==> src/rtl/mem_responder_if.sv <==
// Request/response bundle between the lime control FSM/datapath and the memory responder.
// Carries the read/write strobes, address, store data and the completion/status returns.
interface mem_responder_if #(
    parameter int DATA_WIDTH = 16,
    parameter int ADDR_WIDTH = 8
);
    logic                  MemR;
    logic                  MemW;
    logic [ADDR_WIDTH-1:0] Addr;
    logic [DATA_WIDTH-1:0] WriteData;
    logic [DATA_WIDTH-1:0] ReadData;
    logic                  Ready;
    logic                  Busy;
    logic                  Error;

    // Handshake: a request is taken on a rising edge where MemR|MemW is high and the
    // responder is idle (Busy low). Strobes seen while Busy are dropped, so the master
    // holds or re-issues them. Completion is a single-cycle Ready; Error qualifies it.
    modport master (
        output MemR, MemW, Addr, WriteData,
        input  ReadData, Ready, Busy, Error
    );

    modport slave (
        input  MemR, MemW, Addr, WriteData,
        output ReadData, Ready, Busy, Error
    );
endinterface

==> src/rtl/mem_responder.sv <==
// Memory-side responder: owns the unified instruction/data array, inserts WAIT_CYCLES
// wait states per request and reports completion with a one-cycle Ready pulse.
module mem_responder #(
    parameter int DATA_WIDTH  = 16,
    parameter int ADDR_WIDTH  = 8,
    parameter int DEPTH       = 200,
    parameter int WAIT_CYCLES = 2
) (
    input  logic                  CLK,
    input  logic                  Reset,
    mem_responder_if.slave        bus,
    output logic [1:0]            fsm_state
);
    typedef enum logic [1:0] {
        S_IDLE = 2'd0,
        S_WAIT = 2'd1,
        S_RESP = 2'd2
    } state_t;

    localparam int         IDX_W    = (DEPTH > 1) ? $clog2(DEPTH) : 1;
    localparam logic [3:0] CNT_LOAD = (WAIT_CYCLES > 0) ? 4'(WAIT_CYCLES - 1) : 4'd0;

    state_t                state;
    state_t                state_next;
    logic [3:0]            cnt;
    logic                  req_rd;
    logic                  req_wr;
    logic [ADDR_WIDTH-1:0] req_addr;
    logic [DATA_WIDTH-1:0] req_wdata;
    logic                  err_q;
    logic [DATA_WIDTH-1:0] rdata_q;
    logic [DATA_WIDTH-1:0] mem [DEPTH];

    logic                  accept;
    logic                  access;
    logic                  acc_rd;
    logic                  acc_wr;
    logic                  acc_illegal;
    logic [ADDR_WIDTH-1:0] acc_addr;
    logic [DATA_WIDTH-1:0] acc_wdata;
    logic [IDX_W-1:0]      acc_idx;

    assign accept = (state == S_IDLE) && (bus.MemR || bus.MemW);
    // The array is touched on the edge that enters RESP, from IDLE or from WAIT.
    assign access = (state_next == S_RESP);

    always_ff @(posedge CLK or posedge Reset) begin
        if (Reset) begin
            state <= S_IDLE;
        end else begin
            state <= state_next;
        end
    end

    always_comb begin
        state_next = state;
        unique case (state)
            S_IDLE:  if (bus.MemR || bus.MemW) state_next = (WAIT_CYCLES == 0) ? S_RESP : S_WAIT;
            S_WAIT:  if (cnt == 4'd0) state_next = S_RESP;
            S_RESP:  state_next = S_IDLE;
            default: state_next = S_IDLE;
        endcase
    end

    always_comb begin
        bus.Ready = (state == S_RESP);
        bus.Busy  = (state != S_IDLE);
        bus.Error = (state == S_RESP) && err_q;
        fsm_state = state;
    end

    assign bus.ReadData = rdata_q;

    // With zero wait states the access coincides with acceptance, so the live inputs
    // are used; otherwise the copy latched at acceptance is.
    always_comb begin
        if (state == S_IDLE) begin
            acc_rd    = bus.MemR;
            acc_wr    = bus.MemW;
            acc_addr  = bus.Addr;
            acc_wdata = bus.WriteData;
        end else begin
            acc_rd    = req_rd;
            acc_wr    = req_wr;
            acc_addr  = req_addr;
            acc_wdata = req_wdata;
        end
        acc_idx     = acc_addr[IDX_W-1:0];
        acc_illegal = (acc_rd && acc_wr) || (32'(acc_addr) >= DEPTH);
    end

    always_ff @(posedge CLK or posedge Reset) begin
        if (Reset) begin
            cnt       <= 4'd0;
            req_rd    <= 1'b0;
            req_wr    <= 1'b0;
            req_addr  <= '0;
            req_wdata <= '0;
            err_q     <= 1'b0;
            rdata_q   <= '0;
        end else begin
            if (accept) begin
                cnt       <= CNT_LOAD;
                req_rd    <= bus.MemR;
                req_wr    <= bus.MemW;
                req_addr  <= bus.Addr;
                req_wdata <= bus.WriteData;
            end else if (state == S_WAIT && cnt != 4'd0) begin
                cnt <= cnt - 4'd1;
            end
            if (access) begin
                err_q <= acc_illegal;
                if (acc_rd) begin
                    rdata_q <= acc_illegal ? '0 : mem[acc_idx];
                end
            end
        end
    end

    // Array is never cleared; a reset on the would-be commit edge suppresses the write.
    always_ff @(posedge CLK) begin
        if (!Reset && access && acc_wr && !acc_illegal) begin
            mem[acc_idx] <= acc_wdata;
        end
    end
endmodule
==> src/flat_wrapper.sv <==
// flat-port wrapper written by rule: the top's interface ports become plain ports
module mem_responder_flat 
#(
    parameter int DATA_WIDTH  = 16,
    parameter int ADDR_WIDTH  = 8,
    parameter int DEPTH       = 200,
    parameter int WAIT_CYCLES = 2
)
  (CLK, Reset, fsm_state, bus_MemR, bus_MemW, bus_Addr, bus_WriteData, bus_ReadData, bus_Ready, bus_Busy, bus_Error);
  mem_responder_if #(.DATA_WIDTH(DATA_WIDTH), .ADDR_WIDTH(ADDR_WIDTH)) bus_i ();
  input  logic CLK;
  input  logic Reset;
  output logic [1:0] fsm_state;
  input wire logic [$bits(bus_i.MemR)-1:0] bus_MemR;
  input wire logic [$bits(bus_i.MemW)-1:0] bus_MemW;
  input wire logic [$bits(bus_i.Addr)-1:0] bus_Addr;
  input wire logic [$bits(bus_i.WriteData)-1:0] bus_WriteData;
  output wire logic [$bits(bus_i.ReadData)-1:0] bus_ReadData;
  output wire logic [$bits(bus_i.Ready)-1:0] bus_Ready;
  output wire logic [$bits(bus_i.Busy)-1:0] bus_Busy;
  output wire logic [$bits(bus_i.Error)-1:0] bus_Error;
  assign bus_i.MemR = bus_MemR;
  assign bus_i.MemW = bus_MemW;
  assign bus_i.Addr = bus_Addr;
  assign bus_i.WriteData = bus_WriteData;
  assign bus_ReadData = bus_i.ReadData;
  assign bus_Ready = bus_i.Ready;
  assign bus_Busy = bus_i.Busy;
  assign bus_Error = bus_i.Error;
  mem_responder #(.DATA_WIDTH(DATA_WIDTH), .ADDR_WIDTH(ADDR_WIDTH), .DEPTH(DEPTH), .WAIT_CYCLES(WAIT_CYCLES)) u_core (.CLK(CLK), .Reset(Reset), .bus(bus_i), .fsm_state(fsm_state));
endmodule
==> config.mk <==
export PLATFORM = sky130hd
export DESIGN_NAME = mem_responder_flat
export DESIGN_NICKNAME = d
export VERILOG_FILES = /design/src/rtl/mem_responder_if.sv /design/src/rtl/mem_responder.sv /design/src/flat_wrapper.sv
export SDC_FILE = /design/constraint.sdc
export NUM_CORES = 2
export LEC_CHECK = 0
export BUFFER_PORTS_ARGS = -buffer_cell sky130_fd_sc_hd__buf_4
export CORE_UTILIZATION = 43
export CTS_CLUSTER_SIZE = 28
export DETAILED_ROUTE_END_ITERATION = 6
export GPL_TIMING_DRIVEN = 0
export PLACE_DENSITY = 0.65
export SKIP_LAST_GASP = 1
export SLEW_MARGIN = 10
export SYNTH_ARGS = -nofsm -noshare
export SYNTH_HDL_FRONTEND = slang
export SYNTH_SLANG_ARGS = --single-unit
==> constraint.sdc <==
create_clock -name CLK -period 9.3 [get_ports CLK]
set_input_delay 1.395 -clock CLK [delete_from_list [all_inputs] [get_ports CLK]]
set_output_delay 1.395 -clock CLK [all_outputs]
set_load 0.03 [all_outputs]
=== After elaboration in Yosys (flattened, before gate mapping) ===
Memory sizes are Yosys's and may differ from the RTL's.
Cells that the tools add are included.
Widths: inputs -> output; s select.

* Multiplexer cells: 12
* Equality and inequality tests: 3
* Order comparisons: 1
* $add $sub $neg: 1
* Reductions and logical operators: 17

{| class="wikitable"
|+ Operator list
! kind !! count
|-
| $mux 16 || 2
|-
| $ge 8x8->1 const B || 1
|-
| $mux 4 || 2
|-
| $mux 8 || 1
|-
| $logic_and 1x1->1 || 7
|-
| $eq 2x2->1 const B || 2
|-
| $logic_not 4->1 || 1
|-
| $mux 1 || 4
|-
| $mux 2 || 2
|-
| $pmux 2 s2 || 1
|-
| $reduce_bool 2->1 || 2
|-
| $reduce_bool 4->1 || 1
|-
| $sub 4x1->4 const B || 1
|-
| $eq 2x1->1 const B || 1
|-
| $logic_not 1->1 || 2
|-
| $logic_not 2->1 || 1
|-
| $logic_or 1x1->1 || 2
|-
| $reduce_and 2->1 || 1
|}

* Word-level logic and storage cells: 43
* Memories kept: 1
* RAM bits: 3200
* Register bits after elaboration: 49
* Input port bits: 28

{| class="wikitable"
|+ Memory list
! memory !! words !! width !! read ports !! clocked after memory_dff !! wr ports !! line !! RTL
|-
| u_core.mem || 200 || 16 || 1 || 0 || 1 || mem_responder.sv:32 || <nowiki>logic [DATA_WIDTH-1:0] mem [DEPTH];</nowiki>
|}

=== Longest topological paths before layout ===
* Depth in word-level cells: 9
* Gate-level depth with buffers: 14
* Gate-level depth less buffers: 9

=== Least setup slack after synthesis ===
Ideal clock, no wire load.

* Kind: register -> register
* Start point: register u_core.state[1], in the netlist u_core.fsm_state[1]
* End point: memory u_core.mem[0][10] (data pin)
* Buffers on the path: 4
* Clock period less this slack: 4.906 ns
* Library setup time: 0.686 ns
* Data arrival time: 4.220 ns
* Cell stages (with the launch flop): 9
* Setup slack: 4.394 ns
* Data required time: 8.614 ns
* Path through: dfrtp_1 -> buf_4 -> nor2_4 -> inv_4 -> buf_6 -> clkbuf_1 -> clkbuf_1 -> nand2_1 -> nand2_1

* Word-level cells in the longest chain between the ends: 2

{| class="wikitable"
|+ RTL lines
! what !! line !! RTL
|-
| start, declared || mem_responder.sv:23 || <nowiki>state_t state;</nowiki>
|-
| start signal, assigned || mem_responder.sv:51 || <nowiki>state <= state_next;</nowiki>
|-
| $logic_not 2->1 || mem_responder.sv:77 || <nowiki>if (state == S_IDLE) begin</nowiki>
|-
| $mux 16 || mem_responder.sv:77 ||
|-
| net u_core.acc_wdata[10] || mem_responder.sv:40 || <nowiki>logic [DATA_WIDTH-1:0] acc_wdata;</nowiki>
|-
| end, declared || mem_responder.sv:32 ||
|}

The timed path passes the listed nets, and every way through them passes these cells.

=== Worst setup path after layout ===
* Start point: register u_core.state[1], in the netlist u_core.fsm_state[1]
* End point: register u_core.rdata_q[15], in the netlist u_core.bus.ReadData[15]

* Word-level cells in the longest chain between the ends: 5
* Elaborated cells between the ends (all ways): 15

{| class="wikitable"
|+ RTL lines
! what !! line !! RTL
|-
| branches (longest 5 deep; another with $mem_v2 200x16) || n/a ||
|-
| end signal, assigned || mem_responder.sv:114 || <nowiki>rdata_q <= acc_illegal ? '0 : mem[acc_idx];</nowiki>
|-
| end, declared || mem_responder.sv:31 || <nowiki>logic [DATA_WIDTH-1:0] rdata_q;</nowiki>
|}

Parallel ways; which one is timed is not known.
A chain may end at the register's enable or synchronous reset.

==> out/qor.yml <==
clock_tree:
  clock_insertion_delay_worst_skew_ps: 890
  sink_count: 3249
  cts_max_path_bufs: 4
  postCtsSetupBuffers: 0
  post_cts_resized: 0
  cts.clk_slew.worst_paths_ps: 60
  tritoncts: "yes"
  numCtsBuffers: 311
  cts_htree_levels: 5
  cts_root_buffer: "clkbuf_16"
  cts_hold_repair.buffers: 0
critical_path:
  critical_path_required_ps: 10020
  start_kind: "flip-flop"
  crit_fanout: 10
  critical_path_class: "flip-flop to flip-flop"
  data_arrival_time_of_the_worst_path_ps: 6270
  critPathCaptureType: "flip-flop"
global_route:
  gr-usage-all-layers_pct: 24.8
  grt_remaining_overflow: 0
  grt_first_pass_wirelength_um: 490000
  grt_pass1_vias: 68400
  grt_start_max_net_pins: 76
  initial_antenna_violation_count: 17
yosys:
  synth_warnings: 0
  synth_fp_nets: 6976
  synth.cell_area_um2: 118000
  postSynth.asyncResetShare_pct: 1.51
  postSynthCellCount: 6947
  post_synth.cell_area_avg_um2: 17.0
  ff_latch_count_synth: 3249
  synth_largest_area_cell: "edfxtp_1"
  yosysSeqAreaShare_pct: 82.5
  yosysTopAreaCellShare_pct: 81.5
  synthFlopType: "edfxtp_1"
  number_of_flops_mapped_to_enable_cells_by_yosys: 3200
  post_synth_main_area_contributors: "edfxtp_1, o22ai_1, o21ai_0"
  netlist-cell-type-count: 46
finish:
  final_layout_size_suffix_gt1_share_pct: 14.9
  area_of_the_multi_input_gates_um2: 18900
  register_area_um2: 97300
  area_growth_pct: 15.1
  design.final.nets: 7465
  final-instance-count-excl-fill: 11200
  fillerInstances: 21600
place:
  portBuffers: 48
  instance_count_after_placement_with_tap_cells_included: 10700
  hpwlAfterDp_um: 239000
  place_congestion: 0.943
floorplan:
  dieWidth_um: 526
  floorplan.die_area_um2: 276000
  core-area_um2: 272000
  floorplan.initialDensity_pct: 43.4
  floorplan.io_pins: 49
  placement_rows: 191
  die_height_um: 526
drt:
  dr.pass1.iters: 7
  route.detailed.wl_per_inst_um: 31.4
  detail_route.iter0.violations: 11300
  antenna_left: 0
  route.vias.total: 71500
  dr_vias_cell: 6.36
  sum_of_routed_wire_length_over_all_layers_um: 353000
  drcViolationCount: 2
timing:
  drv_slew: 0
  finalWorstPathRequiredPeriod_ps: 5540
  setup_viol_count_final: 0
  tightestPinTransition_ps: 1280
  rsz0062_at_grt: "false"
  min_period_over_period_pct: 59.6
  maxClockFrequency_ghz: 0.180
  finalSetupTns_ps: 0
  timing.slew.headroom_pct: 15.0
  finalHoldViolations: 0
  fin_worst_skew_ps: 44.8
power_and_ir_drop:
  pwr-share-comb_pct: 33.3
  power_leakage_nw: 41.5
  p_per_area_nw_per_um2: 352
  power_frac_clock_pct: 26.0
  internal_power_mw: 30.1
  ir_worst_vdd_uv: 488
  total_switching_power_mw: 17.7
  net_switching_fraction_of_the_power_pct: 36.9
  p_seq_share_pct: 40.7
min_path:
  hold_class: "flip-flop to flip-flop"
status:
  status: "finished with violations"
  failed_checks: "DRC"
job:
  maxCapViolations: 0
[worst max-delay path: stages, from the launching register on]
cell and delay, ps:
dfrtp_1 390, buf_4 200, nor2_4 130, buf_6 180, mux2_4 400, nor3_1 990, buf_2 590, clkbuf_1 930
o21ai_0 290, nand4_1 320, nor2_1 170, a21oi_1 630, o41ai_2 140
[cells in the final DEF (no fill, tap or decap), drive strengths merged, types with 7 or more instances in the layout]
master	n
a21oi	50
a31oi	8
buf	432
bufinv	29
clkbuf	626
clkinv	109
clkinvlp	17
dfrtp	49
diode	7
edfxtp	3200
inv	19
mux2	27
nand2	95
nand2b	18
nand4	192
nor2	311
nor3	51
o21ai	773
o22ai	1601
o31ai	16
o41ai	16
[sequential cells by signal, indices dropped and copies added, names as in the netlist]
name	count
u_core.bus.ReadData	16
u_core.cnt	4
u_core.err_q	1
u_core.fsm_state	2
u_core.mem	3200
u_core.req_addr	8
u_core.req_rd	1
u_core.req_wdata	16
u_core.req_wr	1
[power groups by stage]
stage	sequential, mW	combinational, mW	clock, mW
after floorplan	20.5	7.34	0
after global placement	21.6	13.7	0
after CTS	19.4	15.5	12.5
final	19.5	15.9	12.4
after global routing	19.4	16.4	13.0
after detailed placement	19.8	15.5	0
[cell type report]
type | count | share of cell area, %
clock inverters | 165 | 1.19
clock buffers | 380 | 6.03
plain buffers | 502 | 1.72
inverters | 9 | 0.0267
diodes | 7 | 0.0129
well taps | 3570 | 3.29
flip-flops and latches | 3249 | 71.7
multi-input cells | 3187 | 13.9
repair buffers | 176 | 2.13
[Yosys cell counts (2+ instances only)]
cell type	instances
a211oi_1	2
a21oi_1	37
a21oi_2	12
a31oi_1	7
and2_1	2
buf_1	29
buf_2	183
buf_4	37
buf_6	7
clkbuf_1	239
clkbuf_2	7
dfrtp_1	49
edfxtp_1	3200
inv_1	8
mux2_2	25
mux2_4	2
mux2i_1	2
nand2_1	95
nand2b_1	18
nand4_1	192
nor2_1	310
nor2b_1	5
nor3_1	51
nor3b_1	2
nor4_1	2
nor4b_1	2
o21ai_0	714
o21ai_1	59
o22ai_1	1601
o31ai_1	16
o41ai_2	16
xor2_1	2
[routing by layer]
metal	global-route usage [%]	share of wire (%)	wire [µm]	up-vias
met5	0	0	0	-
met4	12.3	5.6	19700	0
met3	5.30	12	41200	804
met2	38.6	46	162000	4727
met1	33.0	37	130000	36300
li1	-	-	-	29700
[path summary, 6_finish.rpt]
kind	startpoint	endpoint	slack, ps	depth (start not counted)
min in group asynchronous	Reset	u_core.cnt[1]	650	2
worst max register to register	u_core.fsm_state[1]	u_core.bus.ReadData[15]	3760	12
worst min register to register	u_core.err_q	u_core.err_q	510	1
max in group asynchronous	Reset	u_core.bus.ReadData[8]	8070	3
worst max-delay path	u_core.fsm_state[1]	u_core.bus.ReadData[15]	3760	12
worst min-delay path	u_core.err_q	u_core.err_q	510	1
[cells by family after synthesis]
| logic type | synth area share [%] |
|---|---|
| AO/OA/AOI/OAI | 12.4 |
| buffers and inverters | 1.99 |
| adder cells (fa/ha/maj) | 0.0106 |
| AND/OR/NAND/NOR | 2.72 |
| XOR/XNOR | 0.0223 |
| multiplexers | 0.312 |
| flip-flops | 82.5 |
[metrics by stage]
stage          hold WS [ps]  cell area [µm²]  util, %  worst slack, ps  total power [mW]
2_1_floorplan           456           118000        -             4390              27.9
5_1_grt                 534           136000     50.0             3990              48.8
3_5_place_dp            494           126000     46.3             2960              35.2
3_3_place_gp            473           123000     45.2             67.5              35.3
4_1_cts                 508           136000     50.0             3810              47.4
6_report                507           136000     50.0             3760              47.8
(Power assumes the default switching activity.)
